**src/rtl/gray2binary_ptr_sync_pkg.sv**
```systemverilog
// Shared defaults, FSM encoding and bit-count helper for the Gray pointer
// receive path of the async FIFO.
package gray2binary_ptr_sync_pkg;

  localparam int DEF_PTR_SIZE    = 4;
  localparam int DEF_SYNC_STAGES = 2;
  localparam int MAX_PTR_W       = 64;

  typedef enum logic {
    ST_INIT  = 1'b0,
    ST_TRACK = 1'b1
  } state_e;

  function automatic int unsigned popcount(input logic [MAX_PTR_W-1:0] v);
    int unsigned n;
    n = 0;
    for (int i = 0; i < MAX_PTR_W; i++) n = n + {31'd0, v[i]};
    return n;
  endfunction

endpackage

```
**src/rtl/gray_sync_chain.sv**
```systemverilog
// Multi-flop synchronizer for a Gray-coded bus; every stage resets to 0.
module gray_sync_chain #(
  parameter int WIDTH  = 4,
  parameter int STAGES = 2
) (
  input  logic             clk_i,
  input  logic             rst_ni,
  input  logic [WIDTH-1:0] d_i,
  output logic [WIDTH-1:0] q_o
);

  logic [STAGES-1:0][WIDTH-1:0] s_q;

  always_ff @(posedge clk_i or negedge rst_ni) begin
    if (!rst_ni) s_q <= '0;
    else         s_q <= {s_q[STAGES-2:0], d_i};
  end

  assign q_o = s_q[STAGES-1];

endmodule

```
**src/rtl/gray2binary_ptr_sync.sv**
```systemverilog
// Synchronizes a remote Gray pointer, decodes it to binary, reports the
// advance since the last value and flags multi-bit Gray transitions.
module gray2binary_ptr_sync
  import gray2binary_ptr_sync_pkg::*;
#(
  parameter int PTR_SIZE    = DEF_PTR_SIZE,
  parameter int SYNC_STAGES = DEF_SYNC_STAGES
) (
  input  logic                CLK,
  input  logic                RST,
  input  logic [PTR_SIZE-1:0] Gray_ptr_async,
  input  logic                Clr_err,
  output logic [PTR_SIZE-1:0] Binary_ptr,
  output logic                Ptr_upd,
  output logic [PTR_SIZE-1:0] Ptr_delta,
  output logic                Ptr_rdy,
  output logic                Gray_err
);

  localparam int CNT_W = $clog2(SYNC_STAGES + 1);

  logic [PTR_SIZE-1:0] g_sync, g_prev_q;
  logic [PTR_SIZE-1:0] bin_d, bin_q, delta_d, delta_q;
  logic                upd_d, upd_q, err_d, err_q, multi_bit;
  state_e              state_q;
  logic [CNT_W-1:0]    cnt_q;
  logic                rdy_q;

  gray_sync_chain #(
    .WIDTH  (PTR_SIZE),
    .STAGES (SYNC_STAGES)
  ) u_sync (
    .clk_i  (CLK),
    .rst_ni (RST),
    .d_i    (Gray_ptr_async),
    .q_o    (g_sync)
  );

  // MSB passes through; each lower bit folds in the decoded bit above it.
  always_comb begin
    bin_d = '0;
    bin_d[PTR_SIZE-1] = g_sync[PTR_SIZE-1];
    for (int i = PTR_SIZE - 2; i >= 0; i--) bin_d[i] = bin_d[i+1] ^ g_sync[i];
  end

  assign multi_bit = popcount(MAX_PTR_W'(g_sync ^ g_prev_q)) > 32'd1;
  assign delta_d   = bin_d - bin_q;
  assign upd_d     = (bin_d != bin_q);

  // A fresh violation must not be lost to a clear issued in the same cycle.
  always_comb begin
    err_d = err_q;
    if (multi_bit && state_q == ST_TRACK) err_d = 1'b1;
    else if (Clr_err)                     err_d = 1'b0;
  end

  always_ff @(posedge CLK or negedge RST) begin
    if (!RST) begin
      g_prev_q <= '0;
      bin_q    <= '0;
      delta_q  <= '0;
      upd_q    <= 1'b0;
      err_q    <= 1'b0;
    end else begin
      g_prev_q <= g_sync;
      bin_q    <= bin_d;
      delta_q  <= delta_d;
      upd_q    <= upd_d;
      err_q    <= err_d;
    end
  end

  // Hold off error checking until reset zeros have drained from the chain.
  always_ff @(posedge CLK or negedge RST) begin
    if (!RST) begin
      state_q <= ST_INIT;
      cnt_q   <= '0;
      rdy_q   <= 1'b0;
    end else if (state_q == ST_INIT) begin
      if (cnt_q == CNT_W'(SYNC_STAGES)) begin
        state_q <= ST_TRACK;
        rdy_q   <= 1'b1;
      end else begin
        cnt_q <= cnt_q + CNT_W'(1);
      end
    end
  end

  assign Binary_ptr = bin_q;
  assign Ptr_upd    = upd_q;
  assign Ptr_delta  = delta_q;
  assign Ptr_rdy    = rdy_q;
  assign Gray_err   = err_q;

endmodule
```
**config.mk**
```make
export PLATFORM = sky130hd
export DESIGN_NAME = gray2binary_ptr_sync
export DESIGN_NICKNAME = d
export VERILOG_FILES = /design/src/rtl/gray2binary_ptr_sync_pkg.sv /design/src/rtl/gray_sync_chain.sv /design/src/rtl/gray2binary_ptr_sync.sv
export SDC_FILE = /design/constraint.sdc
export NUM_CORES = 1
export LEC_CHECK = 0
export ABC_CLOCK_PERIOD_IN_PS = 2100
export CORE_ASPECT_RATIO = 0.5
export CORE_MARGIN = 2
export CORE_UTILIZATION = 24
export CTS_BUF_LIST = sky130_fd_sc_hd__clkbuf_16
export CTS_CLUSTER_SIZE = 10
export DETAILED_ROUTE_END_ITERATION = 8
export REMOVE_ABC_BUFFERS = 1
export SLEW_MARGIN = 20
export SYNTH_ARGS = -nofsm -noshare
export SYNTH_HDL_FRONTEND = slang
export SYNTH_SLANG_ARGS = --single-unit
```
**constraint.sdc**
```tcl
create_clock -name CLK -period 2.1 [get_ports CLK]
set_input_delay 0.42 -clock CLK [delete_from_list [all_inputs] [get_ports CLK]]
set_output_delay 0.42 -clock CLK [all_outputs]
set_load 0.005 [all_outputs]
```
# After elaboration in Yosys (flattened, before gate mapping)
# Cells that the tools add are included.
# classes
bitwise,6
n_reduce_logical,4
eq_ne,2
mux,4
add_sub_neg,65
magnitude_cmp,1
# ops
cell,count
32-bit by 1-bit adder with 32-bit output (second input constant),32
31-bit by 1-bit adder with 32-bit output (second input constant),1
32-bit by 1-bit greater-than comparator with 1-bit output (second input constant),1
30-bit by 1-bit adder with 31-bit output (second input constant),1
29-bit by 1-bit adder with 30-bit output (second input constant),1
28-bit by 1-bit adder with 29-bit output (second input constant),1
27-bit by 1-bit adder with 28-bit output (second input constant),1
26-bit by 1-bit adder with 27-bit output (second input constant),1
25-bit by 1-bit adder with 26-bit output (second input constant),1
24-bit by 1-bit adder with 25-bit output (second input constant),1
23-bit by 1-bit adder with 24-bit output (second input constant),1
22-bit by 1-bit adder with 23-bit output (second input constant),1
21-bit by 1-bit adder with 22-bit output (second input constant),1
20-bit by 1-bit adder with 21-bit output (second input constant),1
19-bit by 1-bit adder with 20-bit output (second input constant),1
18-bit by 1-bit adder with 19-bit output (second input constant),1
17-bit by 1-bit adder with 18-bit output (second input constant),1
16-bit by 1-bit adder with 17-bit output (second input constant),1
15-bit by 1-bit adder with 16-bit output (second input constant),1
14-bit by 1-bit adder with 15-bit output (second input constant),1
13-bit by 1-bit adder with 14-bit output (second input constant),1
12-bit by 1-bit adder with 13-bit output (second input constant),1
11-bit by 1-bit adder with 12-bit output (second input constant),1
10-bit by 1-bit adder with 11-bit output (second input constant),1
other kinds (20),27
# totals
word_cells,92
reg_bits,26

# Longest topological paths before layout
# Gate-level depths: netlist of the first run.
# depth
depth_word,67
ltp_mapped,7

# Modules after synthesis
# Synthesis of the first run repeated with hierarchy kept, for this count alone.
# unflattened
cells_unflattened,65
area_unflattened_um2,955.9
# by_module_without_submodules
mod,cells_each,n_inst,seq_area_each_um2,area_per_inst_um2
gray2binary_ptr_sync,53,1,425.4,725.7
gray_sync_chain,12,1,200.2,230.2

# Worst setup path after synthesis of the first run
# OpenSTA, ideal clock, no wires.
# synth_path
kind,reg-to-reg
startpoint,reg u_sync.s_q (netlist bit u_sync.q_o[3])
endpoint,"reg delta_q[2], in the netlist Ptr_delta[2]"
t_arrival_ps,1671
setup_time_ps,123
setup_slack_ps,306
required_ps,1977
synth_period_minus_slack_ps,1794
n_path_buf,0
stages_incl_launch_ff,7
cell_sequence,dfrtp_1 xor2_2 xnor2_2 xor2_1 ha_1 fa_1 xnor2_1
# synth_between
elab_chain_cells,4
# synth_rtl
element,line,source
start: declaration,gray_sync_chain.sv:12,logic [STAGES-1:0][WIDTH-1:0] s_q;
start signal: assignment,gray_sync_chain.sv:16,"else s_q <= {s_q[STAGES-2:0], d_i};"
1-bit XOR (*),gray2binary_ptr_sync.sv:43,for (int i = PTR_SIZE - 2; i >= 0; i--) bin_d[i] = bin_d[i+1] ^ g_sync[i];
named net bin_d[2],gray2binary_ptr_sync.sv:23,"logic [PTR_SIZE-1:0] bin_d, bin_q, delta_d, delta_q;"
1-bit XOR (2 in series),gray2binary_ptr_sync.sv:43,
4-bit subtractor (*),gray2binary_ptr_sync.sv:47,assign delta_d = bin_d - bin_q;
named net delta_d[2],gray2binary_ptr_sync.sv:23,
end signal: assignment,gray2binary_ptr_sync.sv:67,delta_q <= delta_d;
end: declaration,gray2binary_ptr_sync.sv:23,
# The timed path passes the listed nets; every way through them passes the cells marked *.
# A chain may end at the register's enable or synchronous reset.

# Final worst setup path of the first run
# Same ends and word-level chain as after synthesis.

==> metrics.yaml, run 1 <==
cts_hold_buf: 0
clk_latency_ns: 0.26
port_buffers: 17
track_usage_pct: 7.25
overflow: 0
num-nets-final: 95
max_freq_mhz: 517
grt_max_degree: 26
critPathCaptureType: "flip-flop"
grt_pass1_vias: 470
syn_inst: 61
die-area_mm2: 0.00440
ir_worst_vdd_mv: 0.306
post_cts_buffers: 0
ys_types: 18
htreeDepth: 1
hp-class: "flip-flop to flip-flop"
hold_violations: 0
setup_viol: 0
synthesis.area_um2: 926
slew_headroom_pct: 72.6
fin_total_pwr_w: 0.00124
ctsResizeCount: 0
cts_tree: "done"
required_ns: 2.25
ant_nets: 0
nFillCells: 359
grt_pass1_wl_um: 2240
via_count: 466
clkSinkCount: 25
clock_skew_ns: 0.00215
area.growth.synth_to_final_pct: 33.9
layout-drive-gt1-share_pct: 9.88
critPathLaunchType: "flip-flop"
clock_path_buffers: 2
min_period_over_period_pct: 92.2
p_per_area_mw_per_mm2: 998
via_per_inst: 3.53
synth-seq-cells: 25
yosys.area.top_type: "dfrtp_1"
synth_top_area_share_pct: 67.6
worst_pin_slew_ns: 0.409
fin_crit_ns: 1.94
critPathKind: "flip-flop to flip-flop"
globalplace.congestion: 0.711
hpwl_um: 937
drt_iter0_drc: 13
drc_errors: 0
synthTopCellsByArea: "dfrtp_1 68%, xnor2_1 7.6%, ha_1 5.4%"
cts_made_buffers: 3
antenna_found_initial: 0
pin_count: 18
first_pass_iters: 2
setup-tns-final_ns: 0
routed_wirelength_um: 1310
cap_violations: 0
coreArea_mm2: 0.00357
synth-seq-area-share_pct: 67.6
p_leak_nw: 0.540
antenna_cells: 0
die_h_um: 47.9
rows: 15
synth_warnings: 0
drv_slew: 0
clk_pin_slew_ns: 0.06
die_w_um: 91.8
wl_per_cell_um: 9.95
cp.arrival_ns: 2.08
root_buffer: "clkbuf_16"
worstPathMaxFanout: 4
outcome: "finished, final reports clean"
start_util_pct: 26.0
avgSynthCellArea_um2: 15.2
rsz0062_at_grt: "false"
registers in the layout, indices dropped and copies added (netlist names), 2 cells and up:
| name | count |
|---|---|
| Binary_ptr | 4 |
| Ptr_delta | 4 |
| g_prev_q | 3 |
| u_sync.s_q | 4 |
| u_sync.q_o | 4 |
| cnt_q | 2 |
per-stage QoR:
step           utilization [%]  instance area, µm²  worst slack (ns)  hold WS, ns  cells
2_1_floorplan                -                 915             0.306        0.124     59
3_3_place_gp              32.4                1160             0.241        0.332    128
3_5_place_dp              32.4                1160             0.200        0.337    128
4_1_cts                   34.8                1240             0.127        0.352    132
5_1_grt                   34.8                1240            0.0280        0.367    132
6_report                  34.8                1240             0.164        0.350    132
worst paths after layout:
kind	cells after the start	startpoint	end	slack [ns]
hold reg to reg	0	u_sync.s_q[2]	u_sync.q_o[2]	0.35
setup reg to reg	6	u_sync.q_o[3]	Ptr_delta[2]	0.16
setup / recovery	6	u_sync.q_o[3]	Ptr_delta[2]	0.16
min in group asynchronous	2	RST	u_sync.s_q[0]	0.52
hold / removal	0	u_sync.s_q[2]	u_sync.q_o[2]	0.35
max in group asynchronous	2	RST	Gray_err	1.35
report_power, final:
part	switching, W	internal, W	total, W
combinational	0.0000931	0.000151	0.000244
clock	0.000163	0.000262	0.000426
sequential	0.0000257	0.000542	0.000567
routing by layer:
metal | share of wire (%) | wire length [µm] | vias up | track usage [%]
met3 | 6.5 | 86 | 2 | 3.94
met5 | 0 | 0 | - | 0
li1 | - | - | 229 | -
met4 | 0.84 | 11 | 0 | 5.37
met2 | 47 | 614 | 14 | 11.2
met1 | 46 | 601 | 221 | 7.98
Yosys cell counts, drive strengths merged:
master  instances
a22o            1
inv             8
or2             1
nand2           1
a21o            1
buf             1
o21ai           2
nand4           1
dfrtp          25
ha              4
xor2            2
fa              2
xnor2           9
a221oi          1
nor2b           1
clkbuf          1
kinds of logic after synthesis:
kind of cell / count (synthesis) / synth area share [%]
and+or+nand+nor: 4 / 2.43
xor gates and xnor gates: 11 / 12.0
buffers and inverters: 10 / 4.46
adders and majority gates: 6 / 9.73
DFF: 25 / 67.6
AOI/OAI and AO/OA: 5 / 3.78
layout by cell type, fill, tap and decap left out:
| cell type | Yosys | routed |
|---|---|---|
| xor2_1 | 1 | 1 |
| a22o_1 | 1 | 1 |
| nor2b_1 | 1 | 1 |
| a221oi_1 | 1 | 1 |
| fa_1 | 2 | 2 |
| nand4_1 | 1 | 1 |
| ha_1 | 4 | 4 |
| xnor2_1 | 8 | 8 |
| clkdlybuf4s50_1 | 0 | 17 |
| or2_2 | 1 | 1 |
| o21ai_0 | 2 | 2 |
| inv_1 | 8 | 8 |
| dfrtp_1 | 25 | 25 |
| buf_4 | 1 | 1 |
| a21o_1 | 1 | 1 |
| nand2_1 | 1 | 1 |
| xor2_2 | 1 | 1 |
| inv_6 | 0 | 1 |
| xnor2_2 | 1 | 1 |
| clkbuf_16 | 0 | 3 |
worst max-delay path, stage by stage (launching register included):
cell	delay, ns
dfrtp_1	0.42
xor2_2	0.22
xnor2_2	0.30
xor2_1	0.11
ha_1	0.23
fa_1	0.40
xnor2_1	0.14
cell type report:
cell class                 instances  area, µm²  share of cell area (%)
clock inverter                     1       8.76                   0.706
multi-input combinational         26        259                    20.9
clock buffer                       3       75.1                    6.05
inverter                           8       30.0                    2.42
tap                               51       63.8                    5.15
sequential                        25        626                    50.5
timing repair buffer              18        178                    14.3
(Power assumes the default switching activity.)
==> run 2, diff against run 1 <==
ABC_CLOCK_PERIOD_IN_PS = 2000   (was 2100)
CORE_MARGIN = unset   (was 2)
PLACE_DENSITY = 0.42   (was unset)
clock period = 2 ns   (was 2.1 ns; I/O delays follow)
==> run 2 against run 1 <==
  * Global-route usage is 0.13 points lower
  * Power is 3.9% higher
  * Count of clock-buffer cells in the layout did not move
  * Critical endpoint is now Ptr_delta[3]
==> metrics.yaml, run 2 (same netlist as run 1, synthesis figures left out) <==
outcome: "finished, final reports clean"
final_cell_mix: "25 x dfrtp_1, 17 x clkdlybuf4s50_1, 8 x inv_1, 8 x xnor2_1, 4 x ha_1"
wl_per_cell_um: 9.95
slew_headroom_pct: 72.3
fin_ws_ns: 0.127
clk_latency_ns: 0.25
clk_pin_slew_ns: 0.06
die_w_um: 89.8
hold_violations: 0
p_leak_nw: 0.540
cts_tree: "done"
cts_made_buffers: 3
antenna_cells: 0
track_usage_pct: 7.12
hpwl_um: 1000
clkSinkCount: 25
routed_wirelength_um: 1320
rsz0062_at_grt: "false"
placed_cells: 128
max_freq_mhz: 534
grt_max_degree: 26
critPathCaptureType: "flip-flop"
drt_iter0_drc: 17
min_period_over_period_pct: 93.6
critPathLaunchType: "flip-flop"
whs_ns: 0.348
worstPathMaxFanout: 3
port_buffers: 17
met2RoutedLength_um: 644
die-area_mm2: 0.00413
grt_pass1_wl_um: 2160
clock_path_buffers: 2
drv_slew: 0
via_count: 483
rows: 15
final-instance-count-excl-fill: 133
dr_wl_met3_um: 62
globalplace.congestion: 0.724
drc_errors: 0
first_pass_iters: 2
root_buffer: "clkbuf_16"
hp-class: "flip-flop to flip-flop"
pre_cts_ws_ns: 0.0719
fin_crit_ns: 1.87
cap_violations: 0
worst_pin_slew_ns: 0.412
setup_viol: 0
required_ns: 2.18
die_h_um: 45.9
pin_count: 18
setup-tns-final_ns: 0
cp.arrival_ns: 2.05
antenna_found_initial: 0
layout-drive-gt1-share_pct: 11.0
critPathKind: "flip-flop to flip-flop"
ant_nets: 0
ir_worst_vdd_mv: 0.283
fin_util_pct: 34.9
routed.top_layer: "met4"
final_common_cell: "dfrtp_1"
area.growth.synth_to_final_pct: 34.6
num-nets-final: 96
start_util_pct: 26.0
cts_hold_buf: 0
p_per_area_mw_per_mm2: 1030
ctsResizeCount: 0
clock_skew_ns: 0.00342
grt_pass1_vias: 487
overflow: 0
wirelength_met1_um: 609
via_per_inst: 3.63
coreArea_mm2: 0.00357
htreeDepth: 1
## run 2: cell count changes in the layout (fill, tap and decap cells not counted)
| cell | previous run | this run |
|---|---|---|
| clkinvlp_4 | 0 | 1 |
| inv_6 | 1 | 0 |
| buf_4 | 1 | 2 |
## run 2: area by class of cell
cell class                      count  area, µm²
Timing Repair Buffer               19        185
Clock buffer                        3       75.1
Sequential cell                    25        626
Tap cell                           51       63.8
Inverter                            8       30.0
Fill cell                         338       2320
Clock inverter                      1       7.51
Multi-Input combinational cell     26        259
## run 2: report_power, final
group / total [W] / switching [W] / internal (W)
registers: 0.000597 / 0.0000281 / 0.000569
logic: 0.000257 / 0.0000966 / 0.000160
clock network: 0.000431 / 0.000161 / 0.000271
## run 2: final timing paths
kind / startpoint / end / slack (ns) / cells past startpoint
max in group asynchronous: RST / g_prev_q[0] / 1.26 / 2
worst min register to register: u_sync.s_q[2] / u_sync.q_o[2] / 0.35 / 0
worst max register to register: u_sync.q_o[3] / Ptr_delta[3] / 0.13 / 7
worst max-delay path: u_sync.q_o[3] / Ptr_delta[3] / 0.13 / 7
worst min-delay path: u_sync.s_q[2] / u_sync.q_o[2] / 0.35 / 0
min in group asynchronous: RST / Ptr_delta[0] / 0.51 / 2
## run 2: worst max-delay path, stage by stage, from the launching register on
cell	delay (ns)
dfrtp_1	0.42
xor2_2	0.22
xnor2_2	0.24
xor2_1	0.18
ha_1	0.21
nor2b_1	0.06
a221oi_1	0.30
xnor2_1	0.15
## run 2: per-layer routing
metal	vias to the layer above	track usage, %
met4	0	2.95
li1	232	-
met3	2	3.17
met1	239	8.93
met5	-	0
met2	10	10.9
## run 2: timing repair
action                     4_1_cts  5_1_grt
setup buffers                    0        1
setup endpoints to repair        0        3
hold endpoints to repair         0        0
## run 2: stage by stage
stage / area [µm²] / power (W)
final: 1250 / 0.00129
after floorplan: 915 / 0.000710
after global routing: 1250 / 0.00136
after global placement: 1160 / 0.000860
after detailed placement: 1160 / 0.000863
after CTS: 1240 / 0.00131
